**config.mk**
```make
export PLATFORM = sky130hd
export DESIGN_NAME = uart_rx_bit_sampler
export DESIGN_NICKNAME = d
export VERILOG_FILES = /design/src/rtl/uart_rx_bit_sampler.sv
export SDC_FILE = /design/constraint.sdc
export NUM_CORES = 1
export LEC_CHECK = 0
export ABC_CLOCK_PERIOD_IN_PS = 1500
export BUFFER_PORTS_ARGS = -buffer_cell sky130_fd_sc_hd__buf_2
export CORE_MARGIN = 2
export CORE_UTILIZATION = 49
export DETAILED_ROUTE_END_ITERATION = 8
export GPL_ROUTABILITY_DRIVEN = 0
export MAX_ROUTING_LAYER = met4
export PLACE_DENSITY = 0.74
export SYNTH_ARGS = -nofsm -noshare
export SYNTH_HDL_FRONTEND = slang
export SYNTH_SLANG_ARGS = --single-unit
```
**constraint.sdc**
```tcl
create_clock -name clk -period 1.5 [get_ports clk]
set_input_delay 0.375 -clock clk [delete_from_list [all_inputs] [get_ports clk]]
set_output_delay 0.375 -clock clk [all_outputs]
set_load 0.01 [all_outputs]
```
**src/rtl/uart_rx_bit_sampler.sv**
```systemverilog
// ---------------------------------------------------------------------------
// uart_rx_bit_sampler
//   Front end of the UART receiver. Synchronises the RX pin, detects a start
//   bit, tracks bit phase from the oversample tick and captures three samples
//   (MID-1, MID, MID+1) per bit for an external 3-input majority voter. The
//   voted value comes back on vote_in and is used to reject false starts and
//   to flag framing errors.
//
// Ports
//   clk, rst        single clock, synchronous active-high reset
//   tick_in         oversample enable (baud * OVERSAMPLE), one clk wide
//   rx_in           asynchronous serial line, idle high
//   vote_in         voter output for the current samp_a/b/c (combinational)
//   samp_a/b/c      early / centre / late sample of the current bit
//   samp_valid      one-clk strobe: a new complete triple is presented
//   samp_kind       0 = start, 1 = data, 2 = stop (valid with samp_valid)
//   bit_idx         data bit index (valid with samp_valid and kind = data)
//   busy            high while a frame is being received
//   false_start     one-clk pulse, start bit voted high
//   frame_err       one-clk pulse, stop bit voted low
// ---------------------------------------------------------------------------
module uart_rx_bit_sampler #(
    parameter int OVERSAMPLE  = 16,
    parameter int DATA_BITS   = 8,
    parameter int SYNC_STAGES = 2
) (
    input  logic       clk,
    input  logic       rst,
    input  logic       tick_in,
    input  logic       rx_in,
    input  logic       vote_in,
    output logic       samp_a,
    output logic       samp_b,
    output logic       samp_c,
    output logic       samp_valid,
    output logic [1:0] samp_kind,
    output logic [3:0] bit_idx,
    output logic       busy,
    output logic       false_start,
    output logic       frame_err
);

    localparam int PW = $clog2(OVERSAMPLE);
    localparam logic [PW-1:0] PH_A    = PW'(OVERSAMPLE/2 - 1);
    localparam logic [PW-1:0] PH_B    = PW'(OVERSAMPLE/2);
    localparam logic [PW-1:0] PH_C    = PW'(OVERSAMPLE/2 + 1);
    localparam logic [PW-1:0] PH_LAST = PW'(OVERSAMPLE - 1);
    localparam logic [3:0]    IDX_LAST = 4'(DATA_BITS - 1);

    localparam logic [1:0] KIND_START = 2'd0;
    localparam logic [1:0] KIND_DATA  = 2'd1;
    localparam logic [1:0] KIND_STOP  = 2'd2;

    typedef enum logic [1:0] {S_IDLE, S_START, S_DATA, S_STOP} state_t;

    logic [SYNC_STAGES-1:0] sync_q;
    logic                   rx_s;

    state_t        state_q, state_d;
    logic          armed_q, armed_d;
    logic [PW-1:0] phase_q, phase_d;
    logic [3:0]    idx_q, idx_d;        // running data bit counter
    logic          a_q, a_d, b_q, b_d, c_q, c_d;
    logic          valid_q, valid_d;
    logic [1:0]    kind_q, kind_d;      // kind of the presented triple
    logic [3:0]    oidx_q, oidx_d;      // bit index of the presented triple
    logic          fs_q, fs_d, fe_q, fe_d;

    assign rx_s = sync_q[SYNC_STAGES-1];

    // State register
    always_ff @(posedge clk) begin
        if (rst) begin
            sync_q  <= '1;
            state_q <= S_IDLE;
            armed_q <= 1'b0;
            phase_q <= '0;
            idx_q   <= '0;
            a_q     <= 1'b1;
            b_q     <= 1'b1;
            c_q     <= 1'b1;
            valid_q <= 1'b0;
            kind_q  <= KIND_START;
            oidx_q  <= '0;
            fs_q    <= 1'b0;
            fe_q    <= 1'b0;
        end else begin
            sync_q  <= {sync_q[SYNC_STAGES-2:0], rx_in};
            state_q <= state_d;
            armed_q <= armed_d;
            phase_q <= phase_d;
            idx_q   <= idx_d;
            a_q     <= a_d;
            b_q     <= b_d;
            c_q     <= c_d;
            valid_q <= valid_d;
            kind_q  <= kind_d;
            oidx_q  <= oidx_d;
            fs_q    <= fs_d;
            fe_q    <= fe_d;
        end
    end

    // Next-state logic
    always_comb begin
        state_d = state_q;
        armed_d = armed_q;
        phase_d = phase_q;
        idx_d   = idx_q;
        a_d     = a_q;
        b_d     = b_q;
        c_d     = c_q;
        valid_d = 1'b0;
        kind_d  = kind_q;
        oidx_d  = oidx_q;
        fs_d    = 1'b0;
        fe_d    = 1'b0;

        if (tick_in) begin
            if (state_q == S_IDLE) begin
                // Start detection requires a high tick first, so a line stuck
                // low cannot retrigger after a frame ends.
                if (rx_s) begin
                    armed_d = 1'b1;
                end else if (armed_q) begin
                    state_d = S_START;
                    phase_d = PW'(1);
                    armed_d = 1'b0;
                end
            end else begin
                phase_d = (phase_q == PH_LAST) ? '0 : phase_q + PW'(1);
                if (phase_q == PH_A) a_d = rx_s;
                if (phase_q == PH_B) b_d = rx_s;
                if (phase_q == PH_C) begin
                    c_d     = rx_s;
                    valid_d = 1'b1;
                    oidx_d  = idx_q;
                    case (state_q)
                        S_START: kind_d = KIND_START;
                        S_DATA:  kind_d = KIND_DATA;
                        default: kind_d = KIND_STOP;
                    endcase
                end
                if (phase_q == PH_LAST) begin
                    case (state_q)
                        S_START: begin
                            state_d = S_DATA;
                            idx_d   = '0;
                        end
                        S_DATA: begin
                            if (idx_q == IDX_LAST) state_d = S_STOP;
                            else                   idx_d   = idx_q + 4'd1;
                        end
                        default: ;
                    endcase
                end
            end
        end

        // Voted decisions on the presented triple. Keyed on the triple's kind
        // rather than the live state, which may already have moved on when
        // MID+1 coincides with the last phase of the bit.
        if (valid_q) begin
            if (kind_q == KIND_START && vote_in) begin
                fs_d    = 1'b1;
                state_d = S_IDLE;
                phase_d = '0;
            end else if (kind_q == KIND_STOP) begin
                // Leave mid stop bit so the next start edge is caught early.
                fe_d    = ~vote_in;
                state_d = S_IDLE;
                phase_d = '0;
                armed_d = 1'b0;
            end
        end
    end

    // Outputs
    always_comb begin
        busy        = (state_q != S_IDLE);
        samp_a      = a_q;
        samp_b      = b_q;
        samp_c      = c_q;
        samp_valid  = valid_q;
        samp_kind   = kind_q;
        bit_idx     = oidx_q;
        false_start = fs_q;
        frame_err   = fe_q;
    end

endmodule

```
==> impl_metrics.yaml, run 1 <==
synth:
  synth_top_family_by_area: "simple AND/OR/NAND/NOR gates"
  synth_edf_count: 0
  netlist_top_cells_area: "dfxtp_1 44%, ha_1 6.6%, nor2_1 3.6%"
  synth.distinct_cells: 36
  synth_area_per_cell_um2: 9.36
  synth.largest_area_cell: "dfxtp_1"
  synth_compound_area_share_pct: 19.0
  synthFlopType: "dfxtp_1"
  synthAdderAreaFrac_pct: 6.63
  synth-xor-area-share_pct: 0
  synth_top_area_share_pct: 44.2
  yosys.area_share.simple_pct: 21.2
  async_flop_share_pct: 0
  syn_inst: 121
  synthMuxAreaShare_pct: 3.54
  yosysWarnings: 0
  ys_seq_area_share_pct: 44.2
  synth_nets: 132
  netlist_area_um2: 1130
  synth-seq-cells: 25
die:
  io_pins: 18
  rows: 17
  start_util_pct: 51.7
  coreArea_um2: 2190
  die_h_um: 52.1
  dieArea_um2: 2710
  die_w_um: 52.1
worst_setup_path:
  cp_slowest_cell: "dfxtp_2"
  cp.buffers_inverters: 4
  required_ns: 1.12
  critical_path_peak_fanout: 3
  cpMostUsedCell: "buf_6"
  worst_path_largest_cell_delay_ns: 0.37
  crit_start: "state_q[0]"
  ff2ff_setup_slack_ns: 0.04
  crit_type: "flip-flop to output pin"
  worstPathArrival_ns: 1.18
  reg2regPathDepth: 7
  path_cells: "inv_2 > ha_4 > buf_6 > inv_4 > buf_6"
  critical_path.top_delay_family: "flip-flops"
  crit_end: "busy"
  critical_path.startpoint_type: "flip-flop"
  reg2reg_to: "bit_idx[3]"
  timing.rr.start: "state_q[0]"
  path_depth: 5
  cp-end-kind: "output pin"
power_and_ir_drop:
  p_leak_nw: 0.600
  peakVddDrop_v: 0.000602
  power_density_nw_per_um2: 712
sta:
  layout_setup_ws_ns: -0.0598
  finClkSkew_ns: 0.00478
  max_freq_ghz: 0.641
  setup_viol_count_final: 1
  tightest_slew_ns: 0.567
  post-route-period-util_pct: 104
  tns_ns: -0.0598
  rsz0062_at_grt: "true"
  hold_viol: 0
  slew_headroom_pct: 62.2
  min_period_ns: 1.56
  final-max-slew-violation-count: 0
placed_design:
  dpl.hpwl_mm: 1.98
  portBuffers: 17
worst_hold_path:
  whs_path_depth: 2
  hp-class: "input port to flip-flop"
cts:
  ctsHoldBuffers: 0
  clkLatencyLatePin_ns: 0.34
  htree_levels: 1
  cts_sinks: 25
  path_clk_slew_ns: 0.15
  cts_tree: "yes"
  clockRootBuffer: "clkbuf_4"
  numCtsBuffers: 3
  clk_path_buf_depth: 2
finish:
  final_nets: 170
  drive_above_1_share_pct: 43.7
  final_util_pct: 68.1
  num-fill-cells: 179
  area_delta_synth_final_pct: 31.8
  layout_common_cells: "20 x dfxtp_1, 20 x buf_4, 16 x buf_2"
  n_antenna_cell: 0
run_status:
  violations: "negative setup slack"
  outcome: "finished, violations left"
grt:
  grt_pass1_vias: 972
  track_usage_pct: 21.8
  grt_max_degree: 16
  antenna_found_initial: 0
  gr-total-overflow: 0
  grt_pass1_wl_mm: 4.25
drt:
  wl_per_cell_um: 15.0
  final_antenna_net_count: 0
  first_pass_iters: 4
  vias: 1030
  viasPerCell: 5.54
  wl_mm: 2.80
  drtIter0Drc: 32
  drc: 0
run:
  cap_viol_max_count: 0
==> cells by family after synthesis <==
logic type	Yosys count
buf+inv	14
flops	25
fa+ha+maj	6
mux	4
compound gates	30
simple gates	42
==> report_power, final <==
group / switching, mW / leakage, nW / internal [mW]
registers: 0.00340 / 0.205 / 0.670
clock network: 0.226 / 0.0139 / 0.102
logic: 0.0315 / 0.382 / 0.0285
==> worst min-delay path by stage <==
stage / start / to / slack [ns]
after global placement: sync_q[0] / sync_q[1] / 0.39
final: rx_in / sync_q[0] / 0.21
after floorplan: sync_q[0] / sync_q[1] / 0.39
after global routing: vote_in / frame_err / 0.19
after CTS: vote_in / frame_err / 0.21
after detailed placement: sync_q[0] / sync_q[1] / 0.40
==> synth_stat cells, types with 2 or more instances <==
master     n
dfxtp_1   25
nor2_1    11
inv_1      9
a21oi_1    7
ha_1       6
nand2_1    5
nand3_1    5
mux2i_1    4
a31oi_1    3
a41oi_1    3
and3_1     3
nor4b_1    3
o21ai_0    3
or2_2      3
a211oi_1   2
a311oi_1   2
buf_4      2
clkbuf_1   2
nand2b_1   2
nand3b_1   2
nor2b_1    2
nor3_1     2
o21bai_1   2
==> timing repair <==
| action | in CTS | in global routing |
|---|---|---|
| hold endpoints to repair | 0 | 0 |
| gates resized for setup | 10 | 12 |
| setup endpoints to repair | 8 | 13 |
| pin swaps | 1 | 3 |
| setup buffers | 3 | 3 |
==> metal layers <==
metal,vias to the layer above,part of all wire (%),track usage [%]
li1,508,-,-
met1,476,42,26.7
met2,36,51,34.2
met3,10,4.7,4.31
met4,0,3.1,11.0
met5,-,0,-
==> registers in the layout, summed over array words and instances (netlist names), 2 cells and up <==
name and count:
sync_q 2, state_q 2, samp_kind 2, bit_idx 4, idx_q 4, phase_q 4
==> stage by stage <==
step | std cells | hold WS, ns | worst slack [ns] | power (mW) | area, µm²
6_report | 186 | 0.208 | -0.0598 | 1.06 | 1490
5_1_grt | 186 | 0.194 | -0.105 | 1.09 | 1490
4_1_cts | 183 | 0.208 | -0.0439 | 1.06 | 1430
3_5_place_dp | 176 | 0.400 | -0.0500 | 0.740 | 1340
3_3_place_gp | 176 | 0.391 | 0.0437 | 0.738 | 1340
2_1_floorplan | 121 | 0.389 | -0.00142 | 0.716 | 1140
==> layout make-up <==
class,instances,area [µm²],share of cell area (%)
multi-input combinational,82,632,42.3
sequential,25,507,33.9
timing repair buffer,38,253,16.9
inverter,9,36.3,2.43
tap,28,35.0,2.35
clock buffer,3,22.5,1.51
clock inverter,1,7.51,0.503
Power figures use the tool's default switching activity.
==> run 2, diff against run 1 <==
--- a/config.mk
+++ b/config.mk
@@ -9,6 +9,7 @@
 export BUFFER_PORTS_ARGS = -buffer_cell sky130_fd_sc_hd__buf_2
 export CORE_MARGIN = 2
 export CORE_UTILIZATION = 49
+export CTS_BUF_LIST = sky130_fd_sc_hd__clkbuf_16
 export DETAILED_ROUTE_END_ITERATION = 8
 export GPL_ROUTABILITY_DRIVEN = 0
 export MAX_ROUTING_LAYER = met4
==> impl_metrics.yaml, run 2 (synthesis gave the netlist of run 1 again) <==
worst_setup_path:
  crit_type: "flip-flop to output pin"
  critical_path.startpoint_type: "flip-flop"
  critical_path_peak_fanout: 4
  worstPathArrival_ns: 1.09
  reg2reg_to: "bit_idx[3]"
  reg2regPathDepth: 7
  timing.rr.start: "state_q[0]"
  cp-end-kind: "output pin"
  crit_start: "state_q[0]"
  ff2ff_setup_slack_ns: 0.05
  required_ns: 1.12
drt:
  viasPerCell: 5.67
  final_antenna_net_count: 0
  vias: 1032
  drc: 0
  wl_mm: 2.81
  drtIter0Drc: 18
  first_pass_iters: 4
  wl_per_cell_um: 15.5
sta:
  tns_ns: 0
  finClkSkew_ns: 0.00274
  min_period_ns: 1.46
  rsz0062_at_grt: "true"
  post-route-period-util_pct: 97.4
  hold_viol: 0
  setup_viol_count_final: 0
  slew_headroom_pct: 62.1
  tightest_slew_ns: 0.568
  max_freq_ghz: 0.684
  layout_setup_ws_ns: 0.0384
  final-max-slew-violation-count: 0
run_status:
  outcome: "finished, final reports clean"
finish:
  area_delta_synth_final_pct: 33.0
  multi_input_comb_area_um2: 624
  n_antenna_cell: 0
  drive_above_1_share_pct: 39.6
  final_common_cell: "dfxtp_1"
  layout_common_cells: "21 x dfxtp_1, 16 x buf_2, 16 x buf_4"
  regArea_um2: 505
  final_nets: 166
  final_util_pct: 68.8
  num-fill-cells: 171
cts:
  cts_sinks: 25
  numCtsBuffers: 3
  path_clk_slew_ns: 0.06
  htree_levels: 1
  cts_tree: "yes"
  clkLatencyLatePin_ns: 0.26
  clk_path_buf_depth: 2
  clockRootBuffer: "clkbuf_16"
die:
  die_w_um: 52.1
  dieArea_um2: 2710
  io_pins: 18
  coreArea_um2: 2190
  die_h_um: 52.1
  start_util_pct: 51.7
  rows: 17
power_and_ir_drop:
  power_density_nw_per_um2: 885
  p_leak_nw: 0.601
  peakVddDrop_v: 0.000731
grt:
  grt_max_degree: 16
  grtUsageMet3_pct: 5.17
  grt_pass1_wl_mm: 4.46
  grtUsageMet2_pct: 36.7
  gr-total-overflow: 0
  track_usage_pct: 23.3
  grt-busiest-layer: "met2"
  antenna_found_initial: 0
  met1_usage_pct: 28.0
  grt_pass1_vias: 970
worst_hold_path:
  whs_path_depth: 2
  min_from: "rx_in"
  worst_hold_path.endpoint: "sync_q[0]"
  hp-class: "input port to flip-flop"
placed_design:
  portBuffers: 17
  dpl.hpwl_mm: 1.98
  place_ws_ns: -0.0500
run:
  cap_viol_max_count: 0
==> run 2: worst max path at each step <==
stage                  to  slack [ns]  depth (start not counted)
2_1_floorplan    idx_q[1]      -0.001                          5
3_3_place_gp       samp_c        0.04                          7
3_5_place_dp   bit_idx[0]       -0.05                          7
4_1_cts              busy       0.006                          5
5_1_grt        bit_idx[0]       -0.06                          7
6_report             busy        0.04                          5
==> run 2: cell type report <==
cell class	instances	area share (%)
timing repair buffer	34	14.8
clock inverter	1	0.498
tap	28	2.33
sequential	25	33.6
clock buffer	3	4.98
inverter	9	2.41
multi-input combinational	82	41.4
==> run 2: layer usage <==
metal | routed length [µm] | vias to the layer above
li1 | - | 504
met5 | 0 | -
met3 | 115 | 11
met4 | 80 | 0
met2 | 1390 | 28
met1 | 1230 | 489
==> run 2: power breakdown <==
| group | switching [mW] | internal, mW | total (mW) |
|---|---|---|---|
| Combinational | 0.0307 | 0.0270 | 0.0577 |
| Clock | 0.240 | 0.362 | 0.602 |
| Sequential | 0.00353 | 0.670 | 0.673 |
| Total | 0.275 | 1.06 | 1.33 |
==> run 2: critical path, cell delays in order, from the launching register on <==
cell and delay (ns):
dfxtp_2 0.32, inv_2 0.08, ha_4 0.17, buf_6 0.12, inv_4 0.03, buf_6 0.11
==> run 2: timing repair <==
item / CTS / global route
buffers inserted: 1 / 1
gates resized for setup: 13 / 5
gates cloned: 0 / 0
hold buffers: 0 / 0
pin swaps: 2 / 2
endpoints found under the setup margin: 10 / 9
==> run 2: per-stage QoR <==
stage | cells | hold slack (ns) | power [mW] | area [µm²]
after floorplan | 121 | 0.389 | 0.716 | 1140
after global placement | 176 | 0.391 | 0.738 | 1340
after detailed placement | 176 | 0.400 | 0.740 | 1340
after CTS | 181 | 0.294 | 1.33 | 1480
after global routing | 182 | 0.297 | 1.37 | 1510
final | 182 | 0.293 | 1.33 | 1510
==> run 3, diff against run 2 <==
==> config.mk (replaced) <==
export PLATFORM = sky130hd
export DESIGN_NAME = uart_rx_bit_sampler
export DESIGN_NICKNAME = d
export VERILOG_FILES = /design/src/rtl/uart_rx_bit_sampler.sv
export SDC_FILE = /design/constraint.sdc
export NUM_CORES = 1
export LEC_CHECK = 0
export ABC_CLOCK_PERIOD_IN_PS = 1400
export BUFFER_PORTS_ARGS = -buffer_cell sky130_fd_sc_hd__buf_2
export CORE_MARGIN = 2
export CORE_UTILIZATION = 50
export CTS_BUF_LIST = sky130_fd_sc_hd__clkbuf_16
export DETAILED_ROUTE_END_ITERATION = 8
export GPL_ROUTABILITY_DRIVEN = 0
export MAX_ROUTING_LAYER = met4
export PLACE_DENSITY = 0.73
export SYNTH_ARGS = -nofsm -noshare
export SYNTH_HDL_FRONTEND = slang
export SYNTH_SLANG_ARGS = --single-unit
==> constraint.sdc (replaced) <==
create_clock -name clk -period 1.4 [get_ports clk]
set_input_delay 0.35 -clock clk [delete_from_list [all_inputs] [get_ports clk]]
set_output_delay 0.35 -clock clk [all_outputs]
set_load 0.01 [all_outputs]
==> impl_metrics.yaml, run 3 (synthesis gave the netlist of run 1 again) <==
sta:
  layout_setup_ws_ns: -0.0463
  finClkSkew_ns: 0.00179
  tightest_slew_ns: 0.516
  slew_headroom_pct: 65.5
  hold_viol: 0
  setup_viol_count_final: 4
  max_freq_ghz: 0.691
  min_period_ns: 1.45
  holdWs_ns: 0.279
  rsz0062_at_grt: "true"
  final-max-slew-violation-count: 0
  post-route-period-util_pct: 103
grt:
  gr-total-overflow: 0
  grt_max_degree: 21
  antenna_found_initial: 0
  track_usage_pct: 23.7
  grt_pass1_vias: 990
  grt_pass1_wl_mm: 4.55
drt:
  wl_mm: 2.91
  wl_per_cell_um: 15.5
  first_pass_iters: 5
  final_antenna_net_count: 0
  viasPerCell: 5.68
  vias: 1068
  drc: 0
  drtIter0Drc: 33
die:
  coreArea_um2: 2170
  die_h_um: 51.6
  rows: 17
  dieArea_um2: 2660
  die_w_um: 51.6
  start_util_pct: 52.2
  io_pins: 18
worst_setup_path:
  crit_type: "flip-flop to flip-flop"
  reg2regPathDepth: 6
  ff2ff_setup_slack_ns: -0.05
  critical_path.startpoint_type: "flip-flop"
  reg2reg_to: "bit_idx[2]"
  critical_path_peak_fanout: 5
  required_ns: 1.55
  worstPathArrival_ns: 1.59
  crit_start: "phase_q[1]"
  crit_end: "bit_idx[2]"
  cp-end-kind: "flip-flop"
  timing.rr.start: "phase_q[1]"
finish:
  final_nets: 172
  final_common_cell: "dfxtp_1"
  design_area_um2: 1630
  layout_common_cells: "21 x dfxtp_1, 20 x buf_4, 16 x buf_2"
  final_util_pct: 75.3
  drive_above_1_share_pct: 46.3
  area_delta_synth_final_pct: 44.2
  n_antenna_cell: 0
  final_cells: 188
  num-fill-cells: 149
placed_design:
  place_inst: 180
  portBuffers: 17
  place_area_um2: 1410
  place_ws_ns: -0.0347
  dpl.hpwl_mm: 1.84
cts:
  path_clk_slew_ns: 0.06
  clkLatencyLatePin_ns: 0.25
  clockRootBuffer: "clkbuf_16"
  clk_path_buf_depth: 2
  htree_levels: 1
  cts_sinks: 25
  cts_tree: "yes"
  ctsHoldBuffers: 0
  numCtsBuffers: 3
power_and_ir_drop:
  power_density_nw_per_um2: 857
  p_leak_nw: 0.645
  peakVddDrop_v: 0.000875
run_status:
  outcome: "finished, violations left"
  violations: "negative setup slack"
worst_hold_path:
  hp-class: "input port to flip-flop"
run:
  cap_viol_max_count: 0
-- run 3: final cells by class --
class | count | area, µm² | share of cell area [%]
clock buffer | 3 | 75.1 | 4.60
inverter | 9 | 36.3 | 2.22
sequential | 25 | 510 | 31.3
clock inverter | 1 | 3.75 | 0.230
timing repair buffer | 40 | 275 | 16.9
multi-input combinational | 82 | 697 | 42.7
tap | 28 | 35.0 | 2.15
-- run 3: worst min path at each step --
stage	startpoint	to	slack, ns	depth (start not counted)
final	rx_in	sync_q[0]	0.28	2
after global routing	rx_in	sync_q[0]	0.29	2
after CTS	rx_in	sync_q[0]	0.28	2
after detailed placement	sync_q[0]	sync_q[1]	0.40	1
after global placement	sync_q[0]	sync_q[1]	0.40	1
after floorplan	sync_q[0]	sync_q[1]	0.39	1
-- run 3: per-layer routing --
layer  vias to the layer above  global-route usage [%]  routed length [µm]
met5                         -                       -                   0
met4                         0                    7.89                  30
met3                         4                    3.45                 160
met2                        45                    36.8                1380
met1                       505                    31.9                1340
li1                        514                       -                   -
-- run 3: power by group --
part / internal [mW] / switching (mW)
Sequential: 0.714 / 0.00441
Combinational: 0.0299 / 0.0355
Clock: 0.381 / 0.234
-- run 3: what timing repair did --
item / 4_1_cts / 5_1_grt
resized for setup: 10 / 17
endpoints found under the hold margin: 0 / 0
buffers inserted: 2 / 2
pin swaps: 1 / 9
endpoints found under the setup margin: 9 / 16
gates cloned: 0 / 0
-- run 3: worst max-delay path: stages, from the launching register on --
cell	delay (ns)
dfxtp_4	0.36
buf_4	0.14
inv_1	0.08
ha_2	0.23
and3_4	0.25
mux2i_1	0.22
nor2_1	0.06
-- run 3: stage by stage --
step / total power, mW / setup TNS, ns
floorplan: 0.768 / -0.0188
global placement: 0.791 / -0.0233
detailed placement: 0.793 / -0.124
CTS: 1.40 / -0.0323
global route: 1.44 / -0.577
finish: 1.40 / -0.126
